## src/rtl/conv_ctl_pkg.sv

```systemverilog
// Shared types and helpers for the convolution window sequencer:
// FSM state encoding, tap-count function and tap-to-bit mapping.
package conv_ctl_pkg;

    typedef enum logic [1:0] {
        ST_IDLE  = 2'd0,
        ST_RUN   = 2'd1,
        ST_DRAIN = 2'd2
    } conv_state_t;

    function automatic int kn_of(input int k);
        return k * k;
    endfunction

    // Tap 0 (top-left) lives in the most significant slot of mask and data.
    function automatic int tap_bit(input int tap, input int kn);
        return kn - 1 - tap;
    endfunction

endpackage

```

## src/rtl/conv_win_fifo.sv

```systemverilog
// First-word-fall-through FIFO holding aligned windows {first, mask, taps}.
// Writes into a full FIFO are dropped and flagged by an assertion.
module conv_win_fifo #(
    parameter int WIDTH = 8,
    parameter int DEPTH = 4
) (
    input  logic             clk,
    input  logic             rst_n,
    input  logic             wr_en,
    input  logic [WIDTH-1:0] wr_data,
    input  logic             rd_en,
    output logic [WIDTH-1:0] rd_data,
    output logic             empty
);

    localparam int AW = $clog2(DEPTH);

    logic [WIDTH-1:0] mem [DEPTH];
    logic [AW:0]      wr_ptr;
    logic [AW:0]      rd_ptr;
    logic             full;
    logic             do_wr;
    logic             do_rd;

    // Extra pointer bit separates full from empty when the indices match.
    assign empty   = (wr_ptr == rd_ptr);
    assign full    = (wr_ptr[AW] != rd_ptr[AW]) && (wr_ptr[AW-1:0] == rd_ptr[AW-1:0]);
    assign do_wr   = wr_en && !full;
    assign do_rd   = rd_en && !empty;
    assign rd_data = mem[rd_ptr[AW-1:0]];

    always_ff @(posedge clk or negedge rst_n) begin
        if (!rst_n) begin
            wr_ptr <= '0;
            rd_ptr <= '0;
        end else begin
            if (do_wr) wr_ptr <= wr_ptr + 1'b1;
            if (do_rd) rd_ptr <= rd_ptr + 1'b1;
        end
    end

    always_ff @(posedge clk) begin
        if (do_wr) mem[wr_ptr[AW-1:0]] <= wr_data;
    end

    a_no_overflow: assert property (@(posedge clk) disable iff (!rst_n) !(wr_en && full));

endmodule

```

## src/rtl/conv_window_sequencer.sv

```systemverilog
// Walks a KxK window over an H x W map, issues window reads and hands padded,
// masked taps to the PE array. Define CONV_PAD_VALUE_EN for a programmable pad byte.
module conv_window_sequencer
    import conv_ctl_pkg::*;
#(
    parameter int  DW         = 8,
    parameter int  K          = 3,
    parameter int  BW         = 16,
    parameter int  BN         = 8,
    parameter int  CW         = 8,
    parameter int  MEM_LAT    = 1,
    parameter int  OBUF_DEPTH = 4,
    localparam int KN         = kn_of(K)
) (
    input  logic                clk,
    input  logic                rst_n,
    input  logic                start,
    input  logic [CW-1:0]       cfg_w,
    input  logic [CW-1:0]       cfg_h,
    input  logic                cfg_pad,
    input  logic [BN*BW-1:0]    bias_in,
`ifdef CONV_PAD_VALUE_EN
    input  logic [DW-1:0]       pad_val,
`endif
    output logic                busy,
    output logic                done,
    output logic                rd_req,
    output logic [CW-1:0]       rd_row,
    output logic [CW-1:0]       rd_col,
    input  logic [KN*DW-1:0]    rd_data,
    output logic                win_valid,
    input  logic                win_ready,
    output logic [KN*DW-1:0]    win_data,
    output logic [KN-1:0]       win_mask,
    output logic                bias_vld,
    output logic [BN*BW-1:0]    bias_out
);

    // state    | meaning
    // ST_IDLE  | waiting for start; empty frames finish here with a done pulse
    // ST_RUN   | issuing one window read per cycle while credits remain
    // ST_DRAIN | all reads issued; waiting for returns and buffer to empty

    localparam int             HALF     = K / 2;
    localparam int             CRW      = $clog2(OBUF_DEPTH + 1);
    localparam int             FW       = KN * DW + KN + 1;
    localparam logic [CW-1:0]  HALF_C   = CW'(HALF);
    localparam logic [CW-1:0]  K_C      = CW'(K);
    localparam logic [CRW-1:0] CRED_MAX = CRW'(OBUF_DEPTH);

    conv_state_t          state_q;
    conv_state_t          state_d;
    logic [CW-1:0]        w_q;
    logic [CW-1:0]        h_q;
    logic                 pad_q;
    logic [BN*BW-1:0]     bias_q;
    logic [CW-1:0]        row_q;
    logic [CW-1:0]        col_q;
    logic                 first_q;
    logic                 done_empty_q;
    logic [CRW-1:0]       credits_q;

    logic                 start_acc;
    logic                 cfg_empty;
    logic                 issue;
    logic                 pop;
    logic                 last_pos;
    logic                 drain_done;
    logic [CW-1:0]        scan_first;
    logic [CW-1:0]        col_end;
    logic [CW-1:0]        row_end;
    logic [DW-1:0]        pad_fill;

    logic [KN-1:0]        mask_c;
    logic signed [CW+1:0] pos_r;
    logic signed [CW+1:0] pos_c;

    logic [MEM_LAT-1:0]   pipe_vld;
    logic [MEM_LAT-1:0]   pipe_first;
    logic [KN-1:0]        pipe_mask [MEM_LAT];
    logic [KN*DW-1:0]     pad_data;

    logic                 fifo_empty;
    logic [FW-1:0]        fifo_wr_data;
    logic [FW-1:0]        fifo_rd_data;
    logic                 out_first;
    logic [KN-1:0]        out_mask;
    logic [KN*DW-1:0]     out_data;

    assign start_acc  = (state_q == ST_IDLE) && start;
    assign cfg_empty  = (cfg_w == '0) || (cfg_h == '0) ||
                        (!cfg_pad && ((cfg_w < K_C) || (cfg_h < K_C)));
    assign scan_first = pad_q ? '0 : HALF_C;
    assign col_end    = pad_q ? (w_q - CW'(1)) : (w_q - CW'(1) - HALF_C);
    assign row_end    = pad_q ? (h_q - CW'(1)) : (h_q - CW'(1) - HALF_C);
    assign issue      = (state_q == ST_RUN) && (credits_q != '0);
    assign pop        = win_valid && win_ready;
    assign last_pos   = (row_q == row_end) && (col_q == col_end);
    assign drain_done = (state_q == ST_DRAIN) && (pipe_vld == '0) && fifo_empty;

    always_comb begin
        state_d = state_q;
        busy    = 1'b0;
        done    = done_empty_q;
        rd_req  = 1'b0;
        case (state_q)
            ST_IDLE: begin
                if (start && !cfg_empty) state_d = ST_RUN;
            end
            ST_RUN: begin
                busy   = 1'b1;
                rd_req = issue;
                if (issue && last_pos) state_d = ST_DRAIN;
            end
            ST_DRAIN: begin
                busy = 1'b1;
                if (drain_done) begin
                    state_d = ST_IDLE;
                    done    = 1'b1;
                end
            end
            default: state_d = ST_IDLE;
        endcase
    end

    always_ff @(posedge clk or negedge rst_n) begin
        if (!rst_n) begin
            state_q      <= ST_IDLE;
            w_q          <= '0;
            h_q          <= '0;
            pad_q        <= 1'b0;
            bias_q       <= '0;
            row_q        <= '0;
            col_q        <= '0;
            first_q      <= 1'b0;
            done_empty_q <= 1'b0;
            credits_q    <= CRED_MAX;
        end else begin
            state_q      <= state_d;
            done_empty_q <= start_acc && cfg_empty;
            credits_q    <= credits_q + CRW'(pop) - CRW'(issue);
            if (start_acc) begin
                w_q     <= cfg_w;
                h_q     <= cfg_h;
                pad_q   <= cfg_pad;
                bias_q  <= bias_in;
                first_q <= 1'b1;
                row_q   <= cfg_pad ? '0 : HALF_C;
                col_q   <= cfg_pad ? '0 : HALF_C;
            end else if (issue) begin
                first_q <= 1'b0;
                if (col_q == col_end) begin
                    col_q <= scan_first;
                    row_q <= row_q + CW'(1);
                end else begin
                    col_q <= col_q + CW'(1);
                end
            end
        end
    end

    assign rd_row = row_q;
    assign rd_col = col_q;

    // Two guard bits keep r+K/2 from wrapping at the top of the counter range.
    always_comb begin
        mask_c = '0;
        pos_r  = '0;
        pos_c  = '0;
        for (int ky = 0; ky < K; ky++) begin
            for (int kx = 0; kx < K; kx++) begin
                pos_r = $signed({2'b00, row_q}) + $signed((CW+2)'(ky - HALF));
                pos_c = $signed({2'b00, col_q}) + $signed((CW+2)'(kx - HALF));
                mask_c[tap_bit(ky * K + kx, KN)] = !pad_q ||
                    (!pos_r[CW+1] && (pos_r < $signed({2'b00, h_q})) &&
                     !pos_c[CW+1] && (pos_c < $signed({2'b00, w_q})));
            end
        end
    end

    always_ff @(posedge clk or negedge rst_n) begin
        if (!rst_n) begin
            pipe_vld   <= '0;
            pipe_first <= '0;
            for (int i = 0; i < MEM_LAT; i++) pipe_mask[i] <= '0;
        end else begin
            pipe_vld[0]   <= issue;
            pipe_first[0] <= issue && first_q;
            pipe_mask[0]  <= mask_c;
            for (int i = 1; i < MEM_LAT; i++) begin
                pipe_vld[i]   <= pipe_vld[i-1];
                pipe_first[i] <= pipe_first[i-1];
                pipe_mask[i]  <= pipe_mask[i-1];
            end
        end
    end

`ifdef CONV_PAD_VALUE_EN
    logic [DW-1:0] pad_val_q;

    always_ff @(posedge clk or negedge rst_n) begin
        if (!rst_n)         pad_val_q <= '0;
        else if (start_acc) pad_val_q <= pad_val;
    end

    assign pad_fill = pad_val_q;
`else
    assign pad_fill = '0;
`endif

    always_comb begin
        pad_data = rd_data;
        for (int b = 0; b < KN; b++) begin
            if (!pipe_mask[MEM_LAT-1][b]) pad_data[b*DW +: DW] = pad_fill;
        end
    end

    assign fifo_wr_data = {pipe_first[MEM_LAT-1], pipe_mask[MEM_LAT-1], pad_data};

    conv_win_fifo #(
        .WIDTH (FW),
        .DEPTH (OBUF_DEPTH)
    ) u_obuf (
        .clk     (clk),
        .rst_n   (rst_n),
        .wr_en   (pipe_vld[MEM_LAT-1]),
        .wr_data (fifo_wr_data),
        .rd_en   (pop),
        .rd_data (fifo_rd_data),
        .empty   (fifo_empty)
    );

    assign {out_first, out_mask, out_data} = fifo_rd_data;

    assign win_valid = !fifo_empty;
    assign win_data  = win_valid ? out_data : '0;
    assign win_mask  = win_valid ? out_mask : '0;
    assign bias_vld  = win_valid && out_first;
    assign bias_out  = bias_vld ? bias_q : '0;

endmodule

```

## config.mk

```make
export PLATFORM = sky130hd
export DESIGN_NAME = conv_window_sequencer
export DESIGN_NICKNAME = d
export VERILOG_FILES = /design/src/rtl/conv_ctl_pkg.sv /design/src/rtl/conv_win_fifo.sv /design/src/rtl/conv_window_sequencer.sv
export SDC_FILE = /design/constraint.sdc
export NUM_CORES = 1
export LEC_CHECK = 0
export ABC_AREA = 1
export BUFFER_PORTS_ARGS = -buffer_cell sky130_fd_sc_hd__buf_2
export CAP_MARGIN = 20
export CORE_ASPECT_RATIO = 1.75
export CORE_UTILIZATION = 55
export DETAILED_ROUTE_END_ITERATION = 12
export PLACE_DENSITY = 0.86
export SYNTH_ARGS = -nofsm -noshare
export SYNTH_HDL_FRONTEND = slang
export SYNTH_SLANG_ARGS = --single-unit
```

## constraint.sdc

```tcl
create_clock -name clk -period 5.9 [get_ports clk]
set_input_delay 0.295 -clock clk [delete_from_list [all_inputs] [get_ports clk]]
set_output_delay 0.295 -clock clk [all_outputs]
set_load 0.1 [all_outputs]
```

# Word level (Yosys, flattened, before mapping)
# Memory sizes are Yosys's and may differ from the RTL's.
# Index checks and enable logic that the tools add are counted.
classes:
  n_addsub: 14
  n_lt_le_gt_ge: 8
  eq_ne: 10
  mux: 34
  bitwise: 1
  n_reduce_logical: 62
op_table:
  columns: ["operator", "count"]
  rows:
  - ["two-way mux 8 bit", 17]
  - ["two-way mux 128 bit", 1]
  - ["two-way mux 72 bit", 1]
  - ["logical AND 1 bit", 32]
  - ["subtractor 8 x 1 -> 8 bit, second input constant", 4]
  - ["adder 9 x 1 -> 10 bit, second input constant", 2]
  - ["less-than comparator 10 x 9 -> 1 bit", 2]
  - ["adder 8 x 1 -> 9 bit, second input constant", 2]
  - ["less-than comparator 9 x 8 -> 1 bit", 2]
  - ["adder 8 x 1 -> 8 bit, second input constant", 2]
  - ["equality test 8 bit", 2]
  - ["logical NOT 8 bit", 2]
  - ["less-than comparator 8 x 2 -> 1 bit, second input constant", 2]
  - ["less-than comparator 8 bit", 2]
  - ["logical OR 1 bit", 12]
  - ["two-way mux 1 bit", 10]
  - ["two-way mux 9 bit", 1]
  - ["logical NOT 1 bit", 7]
  - ["adder 3 x 1 -> 3 bit, second input constant", 2]
  - ["two-way mux 2 bit", 3]
  - ["one-hot mux 2 bit (3 select lines)", 1]
  - ["inequality test 2 x 1 -> 1 bit, second input constant", 2]
  - ["nonzero test 2 bit", 2]
  - ["adder 3 x 1 -> 3 bit", 1]
  - ["14 further kinds", 15]
word_totals:
  reg_bits: 185
  ram_bits: 328
  output_inout_bits: 230
  wordCells: 145
  n_memories: 1
memory_table:
  columns: ["memory", "depth", "width", "rd", "rd_ports_with_merged_regs", "wr", "line_no", "text"]
  rows:
  - ["u_obuf.mem", 4, 82, 1, 0, 1, "conv_win_fifo.sv:18", "logic [WIDTH-1:0] mem [DEPTH];"]

# Depth between registers and ports, before layout
# Gate-level depths: netlist of run 1.
depth:
  word_depth: 8
  depth_mapped: 20
  ltp_nobuf: 19

# Hierarchy
# A second synthesis of run 1 with hierarchy kept.
unflattened:
  hier_cells: 2482
  hier_area_um2: 23792.8
modules_own_cells:
  columns: ["module", "n_inst", "cells_each", "area_each_um2", "seq_area_each_um2"]
  rows:
  - ["conv_win_fifo", 1, 852, 12594.6, 9999.6]
  - ["conv_window_sequencer", 1, 1630, 11198.2, 4480.5]

# Worst setup path before layout of run 1
# Ideal clock, no wire load.
synth_path:
  path_kind: "flip-flop to flip-flop"
  startpoint: "register u_obuf.rd_ptr[0]"
  endpoint: "memory u_obuf.mem[3][0] (netlist name) (enable)"
  setup_ns: 0.526
  t_arrival_ns: 4.258
  path_slack_ns: 1.116
  path_stages_with_launch: 5
  cell_sequence: "dfrtp_1 xnor2_1 nand3_1 nand2_1 nor2_1"
synth_via:
  elab_chain_len: 6
synth_lines:
  columns: ["item", "line_no", "text"]
  rows:
  - ["start, declared", "conv_win_fifo.sv:20", "logic [AW:0] rd_ptr;"]
  - ["start signal, assigned", "conv_win_fifo.sv:38", "if (do_rd) rd_ptr <= rd_ptr + 1'b1;"]
  - ["equality test 2 bit", "conv_win_fifo.sv:27", "assign full = (wr_ptr[AW] != rd_ptr[AW]) && (wr_ptr[AW-1:0] == rd_ptr[AW-1:0]);"]
  - ["logical AND 1 bit", "conv_win_fifo.sv:27", null]
  - ["logical NOT 1 bit", "conv_win_fifo.sv:28", "assign do_wr = wr_en && !full;"]
  - ["logical AND 1 bit", "conv_win_fifo.sv:28", null]
  - ["two-way mux 1 bit", "conv_win_fifo.sv:43", "if (do_wr) mem[wr_ptr[AW-1:0]] <= wr_data;"]
  - ["two-way mux 1 bit (implied by the code)", "conv_win_fifo.sv:43", null]
  - ["end, declared", "conv_win_fifo.sv:18", null]
# Every way passes these cells.

# Final worst setup path of run 1
layout_path:
  startpoint: "register u_obuf.rd_ptr[0]"
  endpoint: "output bias_out[37]"
layout_via:
  elab_chain_len: 4
layout_lines:
  columns: ["item", "line_no", "text"]
  rows:
  - ["parallel branches: the longest is 2 deep, another holds memory (4 x 82 bit)", null, null]
  - ["logical AND 1 bit *", "conv_window_sequencer.sv:238", "assign bias_vld = win_valid && out_first;"]
  - ["two-way mux 128 bit *", "conv_window_sequencer.sv:239", "assign bias_out = bias_vld ? bias_q : '0;"]
  - ["end, declared", "conv_window_sequencer.sv:36", "output logic [BN*BW-1:0] bias_out"]
# Mark *: on every way between the ends.

==> results.md, run 1 <==
- R2R Setup Slk: 2.22 ns
- Final-layout worst hold slack: 0.02033 ns
- Post-CTS Setup Inserts: 0
- CTS H-tree depth: 2
- Worst slew margin relative to its limit: 28.41%
- Path category of the worst min-delay check: in2reg
- Insertion delay to the later sink of the worst-skew pair: 0.57 ns
- Gates resized, CTS repair: 0
- Number of fill cells: 2846
- Number of nets in the layout: 3304
- Overflow after GRT: 0
- Fraction of layout cells with a size suffix above 1: 18.51%
- Hold Vio Cnt, Final: 0
- Post-DP HPWL: 40.27 mm
- Type of element launching the critical path: flop
- Floorplan die height: 276.5 µm
- Number of port buffers: 450
- WP data required: 5.61 ns
- Sum of negative setup slack: 0 ns
- Largest stage delay, worst path: 0.88 ns
- Highest fanout seen on the critical path: 106
- Crit path kind: reg2out
- Slowest-stage cell, CP: sky130_fd_sc_hd__buf_4
- Number of pins exceeding their max-slew limit in the final report: 0
- Wire length of the first global-routing pass: 102.7 mm
- Clock sink total: 513
- Finished Core Util: 68.78%
- Length of the first detailed-routing pass in iterations: 6
- Depth of the most critical reg-to-reg path: 12
- Wirelength per Cell: 18.23 µm
- Clock edge transition at the registers on the reported setup and hold paths: 0.07 ns
- Area growth from synthesis to final layout: 23.55%
- Final critical path time including I/O delays and setup: 4.559 ns
- Vias post-DR: 20.06k
- Final RePlAce weighted congestion: 0.9580
- DR iter-0 viols: 1607
- Crit path capture type: output pin
- Layout Skew: 0.02376 ns
- Placement Rows: 100
- Maximum capacitance violations: 0
- Number of setup violations in the final report: 0
- Number of flip-flops and latches in the synthesized netlist: 513
- Net Count, Synth: 2782
- Vias/cell: 5.536
- Clock tree from TritonCTS: built
- Worst r2r src: u_obuf.rd_ptr[0]
- Mapped cell area: 23680 µm²
- Buffer levels on the longest clock path: 3
- Wire length reported by the detailed router: 66.05 mm
- Core area: 42540 µm²
- Avg Synthesized Cell Area: 9.481 µm²
- Final antenna-violating net count: 0
- Tightest Pin Transition: 1.074 ns
- Hold-fix buffers, CTS: 137
- Start point of the critical path: u_obuf.rd_ptr[0]
- Series of cell instances along the critical path: buf_4 > nor2_1 > o32ai_1 > nand2_4 > buf_4 > buf_16 > nor2_1 > buf_2
- Die area: 43930 µm²
- Io pins: 451
- Number of design rule violations left after detail routing: 0
- GRT Overall Usage: 29.45%
- Horizontal die dimension: 158.9 µm
- Fraction of the yosys area taken by sequential cells: 61.14%
- Number of buffers created by CTS: 44
- Root Buffer Master: sky130_fd_sc_hd__clkbuf_16
- Data arrival time at the worst-slack endpoint: 4.26 ns
- CP endpoint: bias_out[37]
- Initial core utilization: 55.67%
- Part of the cycle the worst path needs: 77.27%
- Netlist cell types: 39
- Top achievable clock speed: 0.2193 GHz
- Maximum number of pins on one net before global-route repair: 130
- Antenna violations before repair: 11
- Setup repair after global routing missed its margin: false
- Count of warnings emitted by yosys: 0
- Run status: finished clean
- Number of global-route vias before repair: 20.20k
- Post-Synthesis Cells: 2498
- Endpoint of the worst register-to-register path: credits_q[2]
## placed cells by master, fill, tap and decap left out, types with 6 or more instances in the layout
cell / netlist / routed
sky130_fd_sc_hd__nand3_1: 48 / 48
sky130_fd_sc_hd__a21oi_1: 33 / 33
sky130_fd_sc_hd__nor2_1: 430 / 426
sky130_fd_sc_hd__clkbuf_16: 0 / 46
sky130_fd_sc_hd__nor3_1: 6 / 6
sky130_fd_sc_hd__ha_1: 62 / 62
sky130_fd_sc_hd__clkinv_1: 2 / 10
sky130_fd_sc_hd__o21ai_0: 257 / 257
sky130_fd_sc_hd__inv_1: 378 / 376
sky130_fd_sc_hd__dfrtp_1: 184 / 182
sky130_fd_sc_hd__diode_2: 0 / 10
sky130_fd_sc_hd__buf_4: 0 / 13
sky130_fd_sc_hd__o21ai_2: 7 / 7
sky130_fd_sc_hd__clkinv_2: 0 / 7
sky130_fd_sc_hd__edfxtp_1: 328 / 328
sky130_fd_sc_hd__o32ai_1: 82 / 82
sky130_fd_sc_hd__buf_2: 7 / 449
sky130_fd_sc_hd__nand4_1: 9 / 9
sky130_fd_sc_hd__nand2_1: 475 / 474
sky130_fd_sc_hd__xnor2_1: 6 / 6
sky130_fd_sc_hd__xor2_1: 29 / 29
sky130_fd_sc_hd__dlygate4sd3_1: 0 / 137
## per-layer routing
metal | up-vias | GRT usage [%] | share of wire [%]
met4 | 2 | 19.18 | 6.9
met1 | 9485 | 31.81 | 34
li1 | 9126 | - | -
met2 | 1137 | 53.07 | 52
met3 | 308 | 4.725 | 7.2
met5 | - | 0 | 0.018
## state kept, by name, summed over array words and instances, names as in the netlist
name	cells
pipe_first	1
pipe_mask	9
bias_q	128
credits_q	3
u_obuf.mem	328
h_q	8
state_q	2
u_obuf.rd_ptr	3
pad_q	1
pipe_vld	1
w_q	8
first_q	1
rd_row	8
done_empty_q	1
rd_col	8
u_obuf.wr_ptr	3
## worst max-delay path: cells and delay by family (launching register included)
kind                   cells  cell delay (ns)
AND/OR/NAND/NOR            3             0.41
AO/OA/AOI/OAI              1             0.44
buffers and inverters      4             1.86
flip-flops                 1             0.84
## per-stage QoR
step           setup WS [ns]  std cells  instance area [µm²]
3_3_place_gp           2.205       3396                26350
4_1_cts                1.337       3611                29180
6_report               1.341       3623                29260
2_1_floorplan          1.116       2498                23680
5_1_grt                1.206       3623                29260
3_5_place_dp           1.958       3396                26350
## final cells by class
| type | instances | area [µm²] | share of cell area (%) |
|---|---|---|---|
| timing repair buffer | 605 | 3842 | 13.13 |
| clock buffer | 53 | 1201 | 4.105 |
| multi-input combinational | 1472 | 7287 | 24.90 |
| inverter | 384 | 1453 | 4.964 |
| tap | 561 | 701.9 | 2.399 |
| antenna | 10 | 25.02 | 0.08552 |
| sequential | 513 | 14490 | 49.51 |
| clock inverter | 25 | 262.8 | 0.8980 |
## synthesized netlist by cell type (all sizes together)
master | instances | share of area, %
a21boi | 3 | 0.095
a21o | 2 | 0.063
a21oi | 33 | 0.70
a31o | 1 | 0.037
a31oi | 3 | 0.079
buf | 23 | 0.46
clkbuf | 106 | 1.7
clkinv | 2 | 0.032
dfrtp | 184 | 19
dfstp | 1 | 0.11
edfxtp | 328 | 42
fa | 1 | 0.085
ha | 62 | 3.3
inv | 382 | 6.1
nand2 | 479 | 7.7
nand3 | 48 | 1.0
nand4 | 9 | 0.24
nor2 | 434 | 6.9
nor3 | 6 | 0.13
nor4 | 1 | 0.026
o211ai | 2 | 0.063
o21a | 1 | 0.032
o21ai | 266 | 5.7
o21bai | 2 | 0.063
o31ai | 1 | 0.032
o32ai | 82 | 3.0
or2 | 1 | 0.026
xnor2 | 6 | 0.22
xor2 | 29 | 1.1
## kinds of logic after synthesis
family / count (synthesis) / share of synthesized area, %
buffers and inverters: 513 / 8.252
xor gates and xnor gates: 35 / 1.294
DFF: 513 / 61.14
AOI/OAI and AO/OA: 396 / 9.927
and+or+nand+nor: 978 / 16.03
adders and majority gates: 63 / 3.360
## worst min-delay path by stage
stage / from / endpoint / slack (ns) / cells past startpoint
final: cfg_w[7] / w_q[7] / 0.02 / 3
after global placement: rst_n / bias_q[0] / 0.37 / 1
after global routing: cfg_h[5] / h_q[5] / 0.02 / 3
after floorplan: rst_n / bias_q[0] / -0.0006 / 0
after detailed placement: rst_n / bias_q[7] / 0.38 / 1
after CTS: cfg_h[2] / h_q[2] / 0.0002 / 3
Power of run 1 is not shown: default switching activity piles up to over one toggle a cycle in this logic, so the estimate is an artifact.
==> run 2: changes to the inputs <==
--- a/config.mk
+++ b/config.mk
@@ -5,13 +5,13 @@
 export SDC_FILE = /design/constraint.sdc
 export NUM_CORES = 1
 export LEC_CHECK = 0
-export ABC_AREA = 1
+export ABC_AREA = 0
 export BUFFER_PORTS_ARGS = -buffer_cell sky130_fd_sc_hd__buf_2
 export CAP_MARGIN = 20
 export CORE_ASPECT_RATIO = 1.75
 export CORE_UTILIZATION = 55
 export DETAILED_ROUTE_END_ITERATION = 12
-export PLACE_DENSITY = 0.86
+export PLACE_DENSITY = 0.87
 export SYNTH_ARGS = -nofsm -noshare
 export SYNTH_HDL_FRONTEND = slang
 export SYNTH_SLANG_ARGS = --single-unit
==> constraint.sdc (replaced) <==
create_clock -name clk -period 4.3 [get_ports clk]
set_input_delay 0.215 -clock clk [delete_from_list [all_inputs] [get_ports clk]]
set_output_delay 0.215 -clock clk [all_outputs]
set_load 0.1 [all_outputs]
==> run 2 against run 1 <==
  * Global-route usage grew 0.86 points
  * Setup slack lost 0.89 ns
  * Critical endpoint is now bias_out[109]
  * Clock skew shrank 0.0036 ns
  * First-iteration DRC count shrank 3.9%
  * Register-to-register slack lost 1.3 ns
  * Worst hold slack gained 0.0036 ns
  * Core utilization grew 1.8 points
==> results.md, run 2 <==
- Run status: finished clean
- Antenna violations before repair: 12 (+1)
- Floorplan die height: 273.4 µm (-1.1%)
- Mapped cell area: 23160 µm² (-2.2%)
- Clock sink total: 513 (unchanged)
- Multi-input combinational cell area: 8129 µm² (+12%)
- Peak supply drop: 0.4286 mV
- Post-Synthesis Cells: 1818 (-27%)
- Highest fanout seen on the critical path: 129 (+22%)
- Data arrival time at the worst-slack endpoint: 3.63 ns (-0.63 ns)
- Finished Core Util: 70.57% (+1.8 points)
- Area growth from synthesis to final layout: 26.83%
- Crit path capture type: output pin
- Fraction of layout cells with a size suffix above 1: 26.49% (+8.0 points)
- Commonest cells post-synth: 424 x sky130_fd_sc_hd__nand2_1, 328 x sky130_fd_sc_hd__edfxtp_1, 184 x sky130_fd_sc_hd__dfrtp_1
- Number of fill cells: 2600 (-8.6%)
- Avg Synthesized Cell Area: 12.74 µm² (+34%)
- Final critical path time including I/O delays and setup: 3.847 ns
- Power per unit of standard cell area: 498.0 nW/µm²
- Maximum number of pins on one net before global-route repair: 135 (+3.8%)
- Synth async-reset ratio: 36.06% (unchanged)
- Post-CTS Setup Inserts: 0 (unchanged)
- CTS H-tree depth: 2 (unchanged)
- Max reg flops: 328 (unchanged)
- Net Count, Synth: 2102 (-24%)
- GRT Overall Usage: 30.31% (+0.86 points)
- Layout Skew: 0.02012 ns (-0.003635 ns)
- Wirelength per Cell: 22.08 µm (+21%)
- Part of the cycle the worst path needs: 89.47%
- Share of the synthesized area in the top cell type: 42.53% (+0.95 points)
- Depth of the most critical reg-to-reg path: 11 (-1)
- Initial core utilization: 55.64% (about the same)
- WP data required: 4.09 ns (-1.52 ns)
- Wire length reported by the detailed router: 66.15 mm (+0.16%)
- Wire length of the first global-routing pass: 98.22 mm (-4.3%)
- Tightest Pin Transition: 0.9649 ns (-0.1090 ns)
- Worst r2r src: u_obuf.rd_ptr[1]
- Number of design rule violations left after detail routing: 0 (unchanged)
- Most frequent cells in the layout: 449 x sky130_fd_sc_hd__buf_2, 423 x sky130_fd_sc_hd__nand2_1, 328 x sky130_fd_sc_hd__edfxtp_1
- Number of global-route vias before repair: 18.08k (-10%)
- Top achievable clock speed: 0.2599 GHz
- Buffer levels on the longest clock path: 3 (unchanged)
- Dominant cell type by area after synthesis: sky130_fd_sc_hd__edfxtp_1
- Path category of the worst min-delay check: in2reg
- Length of the first detailed-routing pass in iterations: 5 (-1)
- Worst slew margin relative to its limit: 35.68% (+7.3 points)
- Final RePlAce weighted congestion: 0.9535 (-0.47%)
- Total design power: 0.01462 W
- Io pins: 451 (unchanged)
- Die area: 42960 µm² (-2.2%)
- Standby leakage power: 13.27 nW
- Post-DP HPWL: 38.22 mm (-5.1%)
- Leading cell types by total area after synthesis: sky130_fd_sc_hd__edfxtp_1 43%, sky130_fd_sc_hd__dfrtp_1 20%, sky130_fd_sc_hd__mux4_2 8.0%, sky130_fd_sc_hd__nand2_1 6.9%, sky130_fd_sc_hd__and2_1 4.3%
- Core area: 41620 µm² (-2.2%)
- Insertion delay to the later sink of the worst-skew pair: 0.58 ns (about the same)
- Maximum capacitance violations: 0 (unchanged)
- Start point of the critical path: u_obuf.rd_ptr[1]
- Dominant synthesized flop cell: sky130_fd_sc_hd__edfxtp_1
- Sum of negative setup slack: 0 ns (unchanged)
- DR iter-0 viols: 1545 (-3.9%)
- Horizontal die dimension: 157.1 µm (-1.1%)
- Vias post-DR: 17.39k (-13%)
- Setup repair after global routing missed its margin: false
- Fraction of the yosys area taken by sequential cells: 62.53% (+1.4 points)
- Footprint of the flip-flops and latches: 14490 µm² (unchanged)
- Final antenna-violating net count: 0 (unchanged)
- Most instantiated library cell after synthesis: sky130_fd_sc_hd__nand2_1
- Number of nets in the layout: 2674 (-19%)
- Hold Vio Cnt, Final: 0 (unchanged)
- Number of synthesized flops with an enable pin: 328 (unchanged)
- CP endpoint: bias_out[109]
- Clock edge transition at the registers on the reported setup and hold paths: 0.07 ns (about the same)
- Number of setup violations in the final report: 0 (unchanged)
- Endpoint of the worst register-to-register path: credits_q[2]
- Crit path kind: reg2out
- Vias/cell: 5.805 (+4.8%)
- Clock tree from TritonCTS: built
- R2R Setup Slk: 0.95 ns (-1.27 ns)
- Netlist cell types: 62 (+59%)
- Root Buffer Master: sky130_fd_sc_hd__clkbuf_16
- Leading cell type in the layout, fill and taps excluded: sky130_fd_sc_hd__buf_2
- Number of port buffers: 450 (unchanged)
- Number of buffers created by CTS: 45 (+2.3%)
- Number of pins exceeding their max-slew limit in the final report: 0 (unchanged)
- Count of warnings emitted by yosys: 0 (unchanged)
- Overflow after GRT: 0 (unchanged)
- Type of element launching the critical path: flop
- Placement Rows: 99 (-1.0%)
- Number of flip-flops and latches in the synthesized netlist: 513 (unchanged)
[run 2: changes by cell type in the layout (fill, tap and decap cells not counted), sizes merged, moves of 33 or more]
| cell | delta |
|---|---|
| and2 | +160 |
| and3 | +134 |
| dlygate4sd3 | +34 |
| inv | -345 |
| mux4 | +82 |
| nand2 | -55 |
| nand3 | -33 |
| nor2 | -414 |
| o21ai | -221 |
| o32ai | -82 |
[run 2: per-stage QoR]
stage	setup slack [ns]	instance area, µm²	hold slack [ns]	cells
floorplan	0.9054	23160	-0.08059	1818
global placement	0.9921	25920	0.3469	2726
detailed placement	0.9517	25920	0.3560	2726
CTS	0.4603	29310	0.0004098	2981
global route	0.3605	29360	0.01968	2994
finish	0.4528	29370	0.02391	2996
[run 2: worst min path at each step]
stage | startpoint | end | slack (ns) | cells after the start
CTS | rd_data[58] | u_obuf.mem[0][58] | 0.0004 | 2
finish | rd_data[49] | u_obuf.mem[0][49] | 0.02 | 2
global placement | rst_n | bias_q[20] | 0.35 | 1
detailed placement | rst_n | bias_q[20] | 0.36 | 1
floorplan | rst_n | bias_q[0] | -0.08 | 0
global route | rd_data[69] | u_obuf.mem[0][69] | 0.02 | 2
[run 2: worst max-delay path, stage by stage (launching register included)]
cell                      delay [ns]
sky130_fd_sc_hd__dfrtp_4        0.70
sky130_fd_sc_hd__buf_4          0.73
sky130_fd_sc_hd__mux4_2         0.39
sky130_fd_sc_hd__buf_12         0.32
sky130_fd_sc_hd__and3_1         0.28
sky130_fd_sc_hd__buf_2          0.44
[run 2: repair_timing]
| action | in CTS | in global routing |
|---|---|---|
| endpoints found under the hold margin | 336 | 0 |
| gates resized for setup | 0 | 0 |
| hold buffers | 171 | 0 |
[run 2: area by class of cell]
cell class,count,area share [%]
Tap cell,555,2.364
Clock buffer,49,3.958
Multi-Input combinational cell,1158,27.68
Clock inverter,35,1.742
Antenna cell,14,0.1193
Timing Repair Buffer,635,14.33
Sequential cell,513,49.33
Inverter,37,0.4814
[run 2: report_power, final]
part | leakage (nW) | internal [W] | switching, W
Combinational | 7.24 | 0.00127 | 0.00192
Sequential | 5.23 | 0.00612 | 0.000736
Clock | 0.797 | 0.00266 | 0.00192
Total | 13.3 | 0.0100 | 0.00458
[run 2: kinds of logic (layout without fill, tap and decap cells)]
kind of cell,count (synthesis),in the layout,synth area share [%]
xor+xnor,60,60,2.421
other cells,0,14,0
buf+inv,147,756,2.453
mux,90,90,8.332
compound gates,122,122,3.274
fa+ha+maj,64,64,3.480
simple gates,822,822,17.51
flops,513,513,62.53
[run 2: layer usage]
| layer | GRT usage (%) | vias to the layer above | share of wire, % |
|---|---|---|---|
| li1 | - | 7555 | - |
| met1 | 33.85 | 8523 | 34 |
| met3 | 5.177 | 283 | 7.1 |
| met2 | 53.68 | 1028 | 52 |
| met4 | 18.29 | 2 | 6.4 |
| met5 | 0 | - | 0.015 |
(Power assumes the default switching activity.)
==> run 3: changes to the inputs <==
--- a/config.mk
+++ b/config.mk
@@ -12,6 +12,7 @@
 export CORE_UTILIZATION = 55
 export DETAILED_ROUTE_END_ITERATION = 12
 export PLACE_DENSITY = 0.87
+export REMOVE_ABC_BUFFERS = 1
 export SYNTH_ARGS = -nofsm -noshare
 export SYNTH_HDL_FRONTEND = slang
 export SYNTH_SLANG_ARGS = --single-unit
==> run 3 against run 2 <==
  * First-iteration DRC count is 8.9% lower
  * Critical path depth decreased by 1
  * Sequential cell count stayed put
  * Setup slack better by 0.26 ns
  * Global-route usage is 0.15 points lower
  * Routed wire length shrank 2.2%
  * Largest power group unchanged
  * Fmax up 7.4%
==> results.md, run 3 (synthesis gave the netlist of run 2 again) <==
- Worst slew margin relative to its limit: 39.01% (+3.3 points)
- Buffer levels on the longest clock path: 3 (unchanged)
- Post-DP Area: 25930 µm² (about the same)
- Total design power: 0.01387 W (-5.2%)
- Die area: 42960 µm² (unchanged)
- Clock tree from TritonCTS: built
- Standby leakage power: 13.08 nW (-1.5%)
- Final antenna-violating net count: 0 (unchanged)
- Number of nets in the layout: 2660 (-0.52%)
- Floorplan die height: 273.4 µm (unchanged)
- Power per unit of standard cell area: 479.6 nW/µm² (-3.7%)
- Final RePlAce weighted congestion: 0.9587 (+0.55%)
- Final critical path time including I/O delays and setup: 3.582 ns (-0.2649 ns)
- Insertion delay to the later sink of the worst-skew pair: 0.56 ns (-0.02 ns)
- Wire length reported by the detailed router: 64.69 mm (-2.2%)
- Crit path kind: reg2out
- Most frequent cells in the layout: 449 x sky130_fd_sc_hd__buf_2, 423 x sky130_fd_sc_hd__nand2_1, 328 x sky130_fd_sc_hd__edfxtp_1
- Largest stage delay, worst path: 1.08 ns (+0.35 ns)
- Highest fanout seen on the critical path: 68 (-47%)
- Part of the cycle the worst path needs: 83.31% (-6.2 points)
- Clock edge transition at the registers on the reported setup and hold paths: 0.07 ns (about the same)
- Run status: finished clean
- Number of setup violations in the final report: 0 (unchanged)
- Post-Layout Inst Area: 28910 µm² (-1.6%)
- Leading cell type in the layout, fill and taps excluded: sky130_fd_sc_hd__buf_2
- Gates resized, CTS repair: 0 (unchanged)
- Maximum number of pins on one net before global-route repair: 213 (+58%)
- Series of cell instances along the critical path: mux4_4 > buf_4 > and3_1 > buf_2
- Layout Skew: 0.01485 ns (-0.005274 ns)
- Max reg flops: 328 (unchanged)
- Top delay family on crit path: multiplexers
- Top achievable clock speed: 0.2791 GHz (+7.4%)
- Vias/cell: 5.770 (-0.59%)
- Horizontal die dimension: 157.1 µm (unchanged)
- Placement Rows: 99 (unchanged)
- CTS H-tree depth: 2 (unchanged)
- Setup repair after global routing missed its margin: false
- Root Buffer Master: sky130_fd_sc_hd__clkbuf_16
- Wire length of the first global-routing pass: 97.90 mm (-0.32%)
- Number of design rule violations left after detail routing: 0 (unchanged)
- Number of port buffers: 450 (unchanged)
- Number of buffers created by CTS: 45 (unchanged)
- Data arrival time at the worst-slack endpoint: 3.37 ns (-0.26 ns)
- Number of pins exceeding their max-slew limit in the final report: 0 (unchanged)
- Bufs and invs on worst path: 2 (-1)
- Hold Vio Cnt, Final: 0 (unchanged)
- Length of the first detailed-routing pass in iterations: 8 (+3)
- Overflow after GRT: 0 (unchanged)
- Io pins: 451 (unchanged)
- Slowest-stage cell, CP: sky130_fd_sc_hd__mux4_4
- Maximum capacitance violations: 0 (unchanged)
- Vias post-DR: 17.21k (-1.1%)
- Fraction of layout cells with a size suffix above 1: 26.17% (-0.32 points)
- Number of global-route vias before repair: 17.77k (-1.7%)
- Area growth from synthesis to final layout: 24.85%
- Path category of the worst min-delay check: in2reg
- DR iter-0 viols: 1407 (-8.9%)
- Type of element launching the critical path: flop
- WP data required: 4.09 ns (about the same)
- Tightest Pin Transition: 0.9148 ns (-0.05007 ns)
- Antenna violations before repair: 15 (+3)
- Clock sink total: 513 (unchanged)
- GRT Overall Usage: 30.16% (-0.15 points)
- Wirelength per Cell: 21.69 µm (-1.8%)
- Sum of negative setup slack: 0 ns (unchanged)
- Peak supply drop: 0.4725 mV (+10%)
- Core area: 41620 µm² (unchanged)
- Initial core utilization: 55.64% (unchanged)
- Crit path capture type: output pin
- Post-DP HPWL: 39.05 mm (+2.2%)
run 3: changes by cell type in the layout (fill, tap and decap cells not counted), moves of 2 or more:
cell / change
sky130_fd_sc_hd__bufinv_16: -10
sky130_fd_sc_hd__dlygate4sd3_1: -15
sky130_fd_sc_hd__buf_4: +3
sky130_fd_sc_hd__clkbuf_8: +4
sky130_fd_sc_hd__diode_2: +2
sky130_fd_sc_hd__clkinvlp_4: -4
sky130_fd_sc_hd__clkbuf_1: +12
sky130_fd_sc_hd__inv_6: -2
sky130_fd_sc_hd__clkinv_8: -2
sky130_fd_sc_hd__clkinv_2: +3
run 3: worst reg2reg max path, stage by stage (launching register included):
cell and delay [ns]:
sky130_fd_sc_hd__dfrtp_1 0.57, sky130_fd_sc_hd__inv_1 0.12, sky130_fd_sc_hd__ha_1 0.25, sky130_fd_sc_hd__xnor2_1 0.28, sky130_fd_sc_hd__nand4_1 0.27, sky130_fd_sc_hd__nor4_1 0.36, sky130_fd_sc_hd__a31o_1 0.16, sky130_fd_sc_hd__or3b_1 0.53
sky130_fd_sc_hd__o31ai_1 0.32, sky130_fd_sc_hd__mux2_2 0.37
run 3: through the flow:
stage	std cells	hold WS, ns	util [%]	setup slack, ns
floorplan	1708	-0.08059	-	-3.477
detailed placement	2728	0.3573	62.30	0.9961
finish	2982	0.01888	69.47	0.7176
global route	2980	0.01467	69.45	0.6214
global placement	2728	0.3449	62.30	1.100
CTS	2966	0.0005584	69.37	0.7635
run 3: final timing paths:
kind	start	to	slack, ns	depth (start not counted)
worst min register to register	bias_q[4]	bias_q[4]	0.47	2
max in group asynchronous	rst_n	bias_q[82]	2.97	3
min in group asynchronous	rst_n	bias_q[19]	0.29	2
worst min-delay path	rd_data[10]	u_obuf.mem[1][10]	0.02	2
worst max-delay path	u_obuf.rd_ptr[0]	bias_out[108]	0.72	4
worst max register to register	w_q[0]	state_q[0]	0.97	9
run 3: layout make-up:
type / count / area (µm²)
inverters: 37 / 141.4
diodes: 16 / 40.04
repair buffers: 621 / 4035
well taps: 555 / 694.4
flip-flops and latches: 513 / 14490
clock buffers: 63 / 1224
multi-input cells: 1158 / 8132
clock inverters: 19 / 157.7
fillers: 2675 / 12710
run 3: repair_timing:
action	CTS	global route
hold endpoints to repair	278	0
buffers inserted	0	0
hold buffers	156	0
run 3: power by group:
part,leakage [nW],internal [W],switching (W),total (W)
Clock,0.676,0.00208,0.00182,0.00390
Sequential,5.23,0.00612,0.000681,0.00680
Combinational,7.17,0.00126,0.00191,0.00317
run 3: routing by layer:
metal	wire length (µm)	share of wire, %	GRT usage, %	vias to the layer above
met3	4440	6.9	5.446	259
li1	-	-	-	7547
met2	33710	52	52.65	893
met5	11	0.017	0	-
met4	3748	5.8	17.94	2
met1	22780	35	34.32	8506
